**src/rtl/div_sequencer.sv**
```systemverilog
// Multi-cycle restoring divider sequencer driving a shared external ALU (32 ITER steps + FIX).
// Define DIV_SIGNED_EN to enable signed DIV/REM; otherwise all ops are unsigned.
module div_sequencer (
    input  logic        clk,
    input  logic        rst,
    input  logic        start,
    input  logic [2:0]  funct3,
    input  logic [31:0] dividend,
    input  logic [31:0] divisor,
    output logic        busy,
    output logic        done,
    output logic [31:0] result,
    output logic [31:0] alu_data1,
    output logic [31:0] alu_data2,
    output logic [3:0]  alu_ctrl,
    input  logic [31:0] alu_result,
    input  logic        alu_carry
);

    localparam int unsigned XLEN = 32;
    localparam int unsigned CW   = 5;
    localparam logic [3:0] ALU_SUB = 4'b0110;
    localparam logic [3:0] ALU_ADD = 4'b0010;

    typedef enum logic [1:0] {S_IDLE, S_ITER, S_FIX, S_DONE} state_e;

    state_e          state_q, state_d;
    logic [CW-1:0]   count_q, count_d;
    logic [XLEN-1:0] rem_q, rem_d;
    logic [XLEN-1:0] quo_q, quo_d;
    logic [XLEN-1:0] dvsr_q, dvsr_d;
    logic [XLEN-1:0] result_q, result_d;
    logic            sel_rem_q, sel_rem_d;
    logic            busy_q, busy_d;
    logic            done_q, done_d;

    logic [XLEN-1:0] mag_a, mag_b;
    logic [XLEN-1:0] q_fix, r_fix;
    logic [XLEN-1:0] shifted_r;
    logic            accept;
    logic            unused_funct3;

`ifdef DIV_SIGNED_EN
    logic neg_q_q, neg_q_d;
    logic neg_r_q, neg_r_d;
    logic sgn_a, sgn_b;

    // Signed ops divide magnitudes; signs are reapplied in FIX.
    always_comb begin
        sgn_a = ~funct3[0] & dividend[XLEN-1];
        sgn_b = ~funct3[0] & divisor[XLEN-1];
        mag_a = sgn_a ? (~dividend + XLEN'(1)) : dividend;
        mag_b = sgn_b ? (~divisor + XLEN'(1)) : divisor;
        q_fix = neg_q_q ? (~quo_q + XLEN'(1)) : quo_q;
        r_fix = neg_r_q ? (~rem_q + XLEN'(1)) : rem_q;
    end
    assign unused_funct3 = funct3[2];
`else
    always_comb begin
        mag_a = dividend;
        mag_b = divisor;
        q_fix = quo_q;
        r_fix = rem_q;
    end
    assign unused_funct3 = ^{funct3[2], funct3[0]};
`endif

    // Next-state, datapath step and ALU operand steering.
    always_comb begin
        state_d   = state_q;
        count_d   = count_q;
        rem_d     = rem_q;
        quo_d     = quo_q;
        dvsr_d    = dvsr_q;
        result_d  = result_q;
        sel_rem_d = sel_rem_q;
        busy_d    = 1'b0;
        done_d    = 1'b0;
        alu_data1 = '0;
        alu_data2 = '0;
        alu_ctrl  = ALU_ADD;
        shifted_r = {rem_q[XLEN-2:0], quo_q[XLEN-1]};
        accept    = 1'b0;
`ifdef DIV_SIGNED_EN
        neg_q_d   = neg_q_q;
        neg_r_d   = neg_r_q;
`endif
        case (state_q)
            S_IDLE, S_DONE: begin
                state_d = S_IDLE;
                if (start) begin
                    sel_rem_d = funct3[1];
                    count_d   = '0;
                    if (divisor == '0) begin
                        // Zero divisor bypasses ITER; FIX just selects preset Q/R.
                        rem_d   = dividend;
                        quo_d   = '1;
                        dvsr_d  = '0;
                        state_d = S_FIX;
`ifdef DIV_SIGNED_EN
                        neg_q_d = 1'b0;
                        neg_r_d = 1'b0;
`endif
                    end else begin
                        rem_d   = '0;
                        quo_d   = mag_a;
                        dvsr_d  = mag_b;
                        busy_d  = 1'b1;
                        state_d = S_ITER;
`ifdef DIV_SIGNED_EN
                        neg_q_d = sgn_a ^ sgn_b;
                        neg_r_d = sgn_a;
`endif
                    end
                end
            end
            S_ITER: begin
                alu_data1 = shifted_r;
                alu_data2 = dvsr_q;
                alu_ctrl  = ALU_SUB;
                accept    = rem_q[XLEN-1] | ~alu_carry;
                rem_d     = accept ? alu_result : shifted_r;
                quo_d     = {quo_q[XLEN-2:0], accept};
                count_d   = count_q + CW'(1);
                busy_d    = 1'b1;
                if (count_q == CW'(XLEN - 1)) begin
                    state_d = S_FIX;
                end
            end
            S_FIX: begin
                result_d = sel_rem_q ? r_fix : q_fix;
                done_d   = 1'b1;
                state_d  = S_DONE;
            end
            default: state_d = S_IDLE;
        endcase
    end

    always_ff @(posedge clk) begin
        if (rst) begin
            state_q   <= S_IDLE;
            count_q   <= '0;
            rem_q     <= '0;
            quo_q     <= '0;
            dvsr_q    <= '0;
            result_q  <= '0;
            sel_rem_q <= 1'b0;
            busy_q    <= 1'b0;
            done_q    <= 1'b0;
`ifdef DIV_SIGNED_EN
            neg_q_q   <= 1'b0;
            neg_r_q   <= 1'b0;
`endif
        end else begin
            state_q   <= state_d;
            count_q   <= count_d;
            rem_q     <= rem_d;
            quo_q     <= quo_d;
            dvsr_q    <= dvsr_d;
            result_q  <= result_d;
            sel_rem_q <= sel_rem_d;
            busy_q    <= busy_d;
            done_q    <= done_d;
`ifdef DIV_SIGNED_EN
            neg_q_q   <= neg_q_d;
            neg_r_q   <= neg_r_d;
`endif
        end
    end

    assign busy   = busy_q;
    assign done   = done_q;
    assign result = result_q;

endmodule
```
**config.mk**
```make
export PLATFORM = sky130hd
export DESIGN_NAME = div_sequencer
export DESIGN_NICKNAME = d
export VERILOG_FILES = /design/src/rtl/div_sequencer.sv
export SDC_FILE = /design/constraint.sdc
export NUM_CORES = 1
export LEC_CHECK = 0
export CORE_ASPECT_RATIO = 1.2
export CORE_UTILIZATION = 25
export CTS_CLUSTER_DIAMETER = 150
export CTS_CLUSTER_SIZE = 25
export DETAILED_ROUTE_END_ITERATION = 10
export GPL_TIMING_DRIVEN = 1
export PLACE_DENSITY = 0.57
export SLEW_MARGIN = 10
export SYNTH_ARGS = -nofsm -noshare
export SYNTH_HDL_FRONTEND = slang
export SYNTH_SLANG_ARGS = --single-unit
```
**constraint.sdc**
```tcl
create_clock -name clk -period 5.3 [get_ports clk]
set_input_delay 1.06 -clock clk [delete_from_list [all_inputs] [get_ports clk]]
set_output_delay 1.06 -clock clk [all_outputs]
set_load 0.005 [all_outputs]
```
# ---- Word level (Yosys, flattened, before mapping)
# Index checks and enable logic that the tools add are counted.
dict set report word_totals {
  word_cells 46
  register_bits 138
  inputBits 103
  out_inout_bits 102
}
dict set report classes {
  n_addsub 1
  n_reduce_logical 6
  mux 22
  eq_ne 6
  bitwise_logic 2
}
# operator count
set op_table {}
lappend op_table {{2-to-1 mux 32 bit} 9}
lappend op_table {{case mux 32 bit (2 select lines)} 2}
lappend op_table {{logical NOT 32 bit} 1}
lappend op_table {{case mux 5 bit (2 select lines)} 1}
lappend op_table {{2-to-1 mux 2 bit} 3}
lappend op_table {{case mux 2 bit (3 select lines)} 1}
lappend op_table {{adder 5 x 1 -> 5 bit (second input constant)} 1}
lappend op_table {{== test 5 bit (second input constant)} 1}
lappend op_table {{2-to-1 mux 5 bit} 1}
lappend op_table {{== test 2 bit (second input constant)} 2}
lappend op_table {{inequality test 2 bit (second input constant)} 2}
lappend op_table {{AND reduction 2 bit} 2}
lappend op_table {{2-to-1 mux 1 bit} 3}
lappend op_table {{2-to-1 mux 3 bit} 1}
lappend op_table {{== test 2 x 1 -> 1 bit (second input constant)} 1}
lappend op_table {{logical NOT 2 bit} 1}
lappend op_table {{case mux 1 bit (2 select lines)} 1}
lappend op_table {{nonzero test 2 bit} 1}
lappend op_table {{OR reduction 2 bit} 1}
lappend op_table {{inverter 1 bit} 1}
lappend op_table {{OR 1 bit} 1}

# ---- Logic depth before layout (Yosys ltp)
dict set report logic_depth {
  word_depth 4
  ltp_mapped 8
  ltp_nobuf 7
}

# ---- Least setup slack after synthesis
# Ideal clock, no wire load.
dict set report synth_timing {
  kind {reg2out}
  startpoint {register state_q[1]}
  endpoint {output port alu_data1[30]}
  setup_slack_ns 2.899
  n_path_buf 3
  arrival_ns 1.341
  t_required_ns 4.240
  stages_incl_launch_ff 7
  cell_sequence {dfxtp_1 inv_1 ha_1 buf_2 buf_2 clkbuf_1 and2_1}
}
dict set report synth_between {
  elab_chain_cells 2
}
# item line_no
set synth_rtl {}
lappend synth_rtl {{start: declaration} 27} ;# state_e state_q, state_d;
lappend synth_rtl {{start signal: assignment} 155} ;# state_q <= state_d;
lappend synth_rtl {{== test 2 x 1 -> 1 bit} 88} ;# case (state_q)
lappend synth_rtl {{2-to-1 mux 32 bit} 88}
lappend synth_rtl {{end: declaration} 13} ;# output logic [31:0] alu_data1,
# Every way passes these cells.

# ---- Worst setup path in the final report
dict set report layout_timing {
  startpoint {register state_q[0]}
  endpoint {output port alu_data1[4]}
}
# Same word-level chain as after synthesis.

==> parameters.txt <==
Parameter                              Value

Layout
  Register area ... 2760 sq um
  Layout Cell Area excl Fill ... 9440 sq um
  Utilization of the core after routing ... 35.7%
  Layout Area Growth over Synthesis ... 39.8%
  Most common library cell in the layout ignoring fill and taps ... sky130_fd_sc_hd__clkdlybuf4s50_1
  Commonest non-fill, non-tap cells in the layout ... sky130_fd_sc_hd__clkdlybuf4s50_1, sky130_fd_sc_hd__dfxtp_1, sky130_fd_sc_hd__nor2_1, sky130_fd_sc_hd__a21oi_1, sky130_fd_sc_hd__o21ai_0
  Fillers ... 2723
  Share of layout cells above drive strength 1 ... 6.07%
  Net count reported at finish ... 1050
  Area of the multi-input gates ... 3490 sq um

Synth
  Share of synthesized area occupied by flip-flops and latches ... 40.9%
  Number of flops mapped to enable cells by yosys ... 0
  Top_reg_cell synth ... sky130_fd_sc_hd__dfxtp_1
  Yosys cell types ... 35
  Average size of a mapped cell ... 8.50 sq um
  Post-synthesis register bit count ... 138
  Yosys synthesis warning count ... 0
  Number of instances in the synthesized netlist ... 794
  Mapped cell area ... 6750 sq um
  Share of async-settable or async-resettable flops after synthesis ... 0%

Clocking
  CTS Hold Buffers Added ... 0
  Clock Pin Slew Worst Setup and Hold Paths ... 0.06 ns
  TritonCTS buffer count ... 17
  Cells resized by post-CTS repair ... 0
  Number of clock sinks seen by CTS ... 138
  Buffer type at the clock tree root ... sky130_fd_sc_hd__clkbuf_16
  CTS tree ... done
  Insertion delay to the later sink of the worst-skew pair ... 0.42 ns
  Post-CTS setup buffers ... 0
  Number of buffers between clock root and the deepest sink ... 2
  Number of H-tree levels ... 4

Routing
  Number of remaining DRC errors ... 16
  Final Routed Wirelength ... 21300 um
  WL/cell ... 16.5 um
  Via count ... 6258
  Number of nets with antenna violations after routing ... 0
  Total iterations of the first detailed-routing run ... 8
  Initial DRC Count ... 326
  Vias per Instance ... 4.84

Power
  Power density cells ... 494 nW/um^2
  Total Power ... 4660 uW
  Reported leakage power ... 0.00345 uW
  Worst vdd rail ir drop ... 0.000288 V

STA
  Setup violations, final ... 0
  Unrepaired setup endpoints after global routing ... no
  Highest achievable clock rate ... 0.281 GHz
  Final setup TNS ... 0 ns
  Fin crit share ... 67.1%
  Final critical delay including setup and external delays ... 3.56 ns
  Headroom to the max-slew limit ... 19.3%
  Count of endpoints failing hold in the final timing report ... 0
  Least-Margin Pin Slew ... 1.21 ns
  Pins over their slew limit ... 0
  Worst setup skew after layout ... 0.0129 ns

Critical path
  Kind of critical path ... flop to primary output
  CP Capture Type ... primary output
  Logic depth of the worst register-to-register path ... 6
  Critical path data arrival time ... 2.50 ns
  Startpoint of the lowest-slack register-to-register path ... state_q[0]
  Startpoint class of the critical path ... flop
  Slack of the worst reg-to-reg path ... 2.70 ns
  Capture instance of the worst register-to-register path ... q_fix[0]
  Largest fanout of any net on the critical path ... 44
  Worst endpoint required time ... 4.24 ns

Global routing
  Initial antenna violation count ... 1
  Met3 track utilization from global routing ... 3.84%
  Overall fraction of global-route tracks in use ... 15.4%
  Met1 track demand over resource ... 18.8%
  Wire length of the first global-routing pass ... 33700 um
  Residual overflow from global routing ... 0
  Global-route met2 utilization ... 26.3%
  Via count of the first global-routing pass ... 6042
  Maximum number of pins on one net before global-route repair ... 99
  Global-route layer with the greatest usage ... met2

Hold path
  Hold endpoint ... count_q[4]
  Type of the tightest min-delay check ... flop to flop
  Worst hold path startpoint ... count_q[4]
  Worst hold path stage count ... 2

Floorplan
  X dimension of the die ... 152 um
  Site Rows ... 65
  Top Ports ... 205
  Height of the chip ... 182 um
  Area inside the core boundary ... 26400 sq um
  Initial core utilization ... 25.5%
  Die area ... 27700 sq um

Run status
  Violated checks ... DRC
  Run status ... complete, but fails checks

Place
  PortBufs ... 199
  Placer congestion estimate ... 0.753
  Instance area after placement ... 8890 sq um
  Placed wire-length estimate ... 14100 um

Flow run
  Number of max-cap violations ... 0
-- Yosys cell counts (31+ instances only) --
| cell | number | area, sq um |
|---|---|---|
| sky130_fd_sc_hd__inv_1 | 34 | 128 |
| sky130_fd_sc_hd__dfxtp_1 | 138 | 2760 |
| sky130_fd_sc_hd__clkbuf_1 | 40 | 150 |
| sky130_fd_sc_hd__a22o_1 | 32 | 280 |
| sky130_fd_sc_hd__nand2_1 | 37 | 139 |
| sky130_fd_sc_hd__mux2i_1 | 61 | 611 |
| sky130_fd_sc_hd__o21ai_0 | 64 | 320 |
| sky130_fd_sc_hd__a21oi_1 | 71 | 355 |
| sky130_fd_sc_hd__nor2_1 | 97 | 364 |
| sky130_fd_sc_hd__nand4b_1 | 31 | 272 |
| sky130_fd_sc_hd__a211oi_1 | 33 | 248 |
| sky130_fd_sc_hd__and2_1 | 36 | 225 |
-- metal layers --
metal,wire (um),vias up
li1,-,3132
met1,9390,2933
met4,272,0
met2,10400,177
met5,0,-
met3,1280,16
-- flip-flops by register name, summed over array words and instances (netlist names) --
register,flops
dvsr_q,32
q_fix,32
r_fix,32
result,32
count_q,5
state_q,2
busy,1
done,1
sel_rem_q,1
-- kinds of logic after synthesis --
kind of cell	Yosys count	synth area share, %
multiplexers	65	9.88
flip-flops	138	40.9
AND/OR/NAND/NOR	232	17.6
other	2	0.111
AO/OA/AOI/OAI	237	22.9
buffers and inverters	116	7.87
adder cells (fa/ha/maj)	4	0.741
-- cell type report --
cell class | instances | area share (%)
diodes | 1 | 0.0265
clock buffers | 18 | 4.65
clock inverters | 14 | 1.18
inverters | 34 | 1.35
multi-input cells | 541 | 36.9
flip-flops and latches | 138 | 29.3
well taps | 335 | 4.44
repair buffers | 211 | 22.1
-- through the flow --
step                      hold WS, ns  instances  setup slack, ns
after floorplan                 0.434        795             2.90
after global placement          0.446       1259             1.60
after detailed placement        0.448       1259             1.57
after CTS                       0.466       1291             1.68
after global routing            0.486       1292             1.58
final                           0.463       1292             1.74
-- power by group --
part	leakage, uW	switching, uW	internal [uW]
Sequential	0.00113	268	1390
Combinational	0.00205	975	892
Clock	0.000270	508	621
-- worst max-delay path by stage --
| stage | start | end | slack [ns] |
|---|---|---|---|
| 2_1_floorplan | state_q[1] | alu_data1[30] | 2.90 |
| 3_3_place_gp | divisor[17] | q_fix[1] | 1.60 |
| 3_5_place_dp | divisor[17] | q_fix[1] | 1.57 |
| 4_1_cts | state_q[0] | alu_data1[31] | 1.68 |
| 5_1_grt | state_q[0] | alu_data1[29] | 1.58 |
| 6_report | state_q[0] | alu_data1[4] | 1.74 |
-- worst max-delay path, cell delays in order, from the launching register on --
cell,delay (ns)
sky130_fd_sc_hd__dfxtp_1,0.41
sky130_fd_sc_hd__ha_4,0.54
sky130_fd_sc_hd__buf_4,0.40
sky130_fd_sc_hd__nand2_1,0.14
sky130_fd_sc_hd__inv_1,0.07
sky130_fd_sc_hd__clkdlybuf4s50_1,0.50
Power figures use the tool's default switching activity.
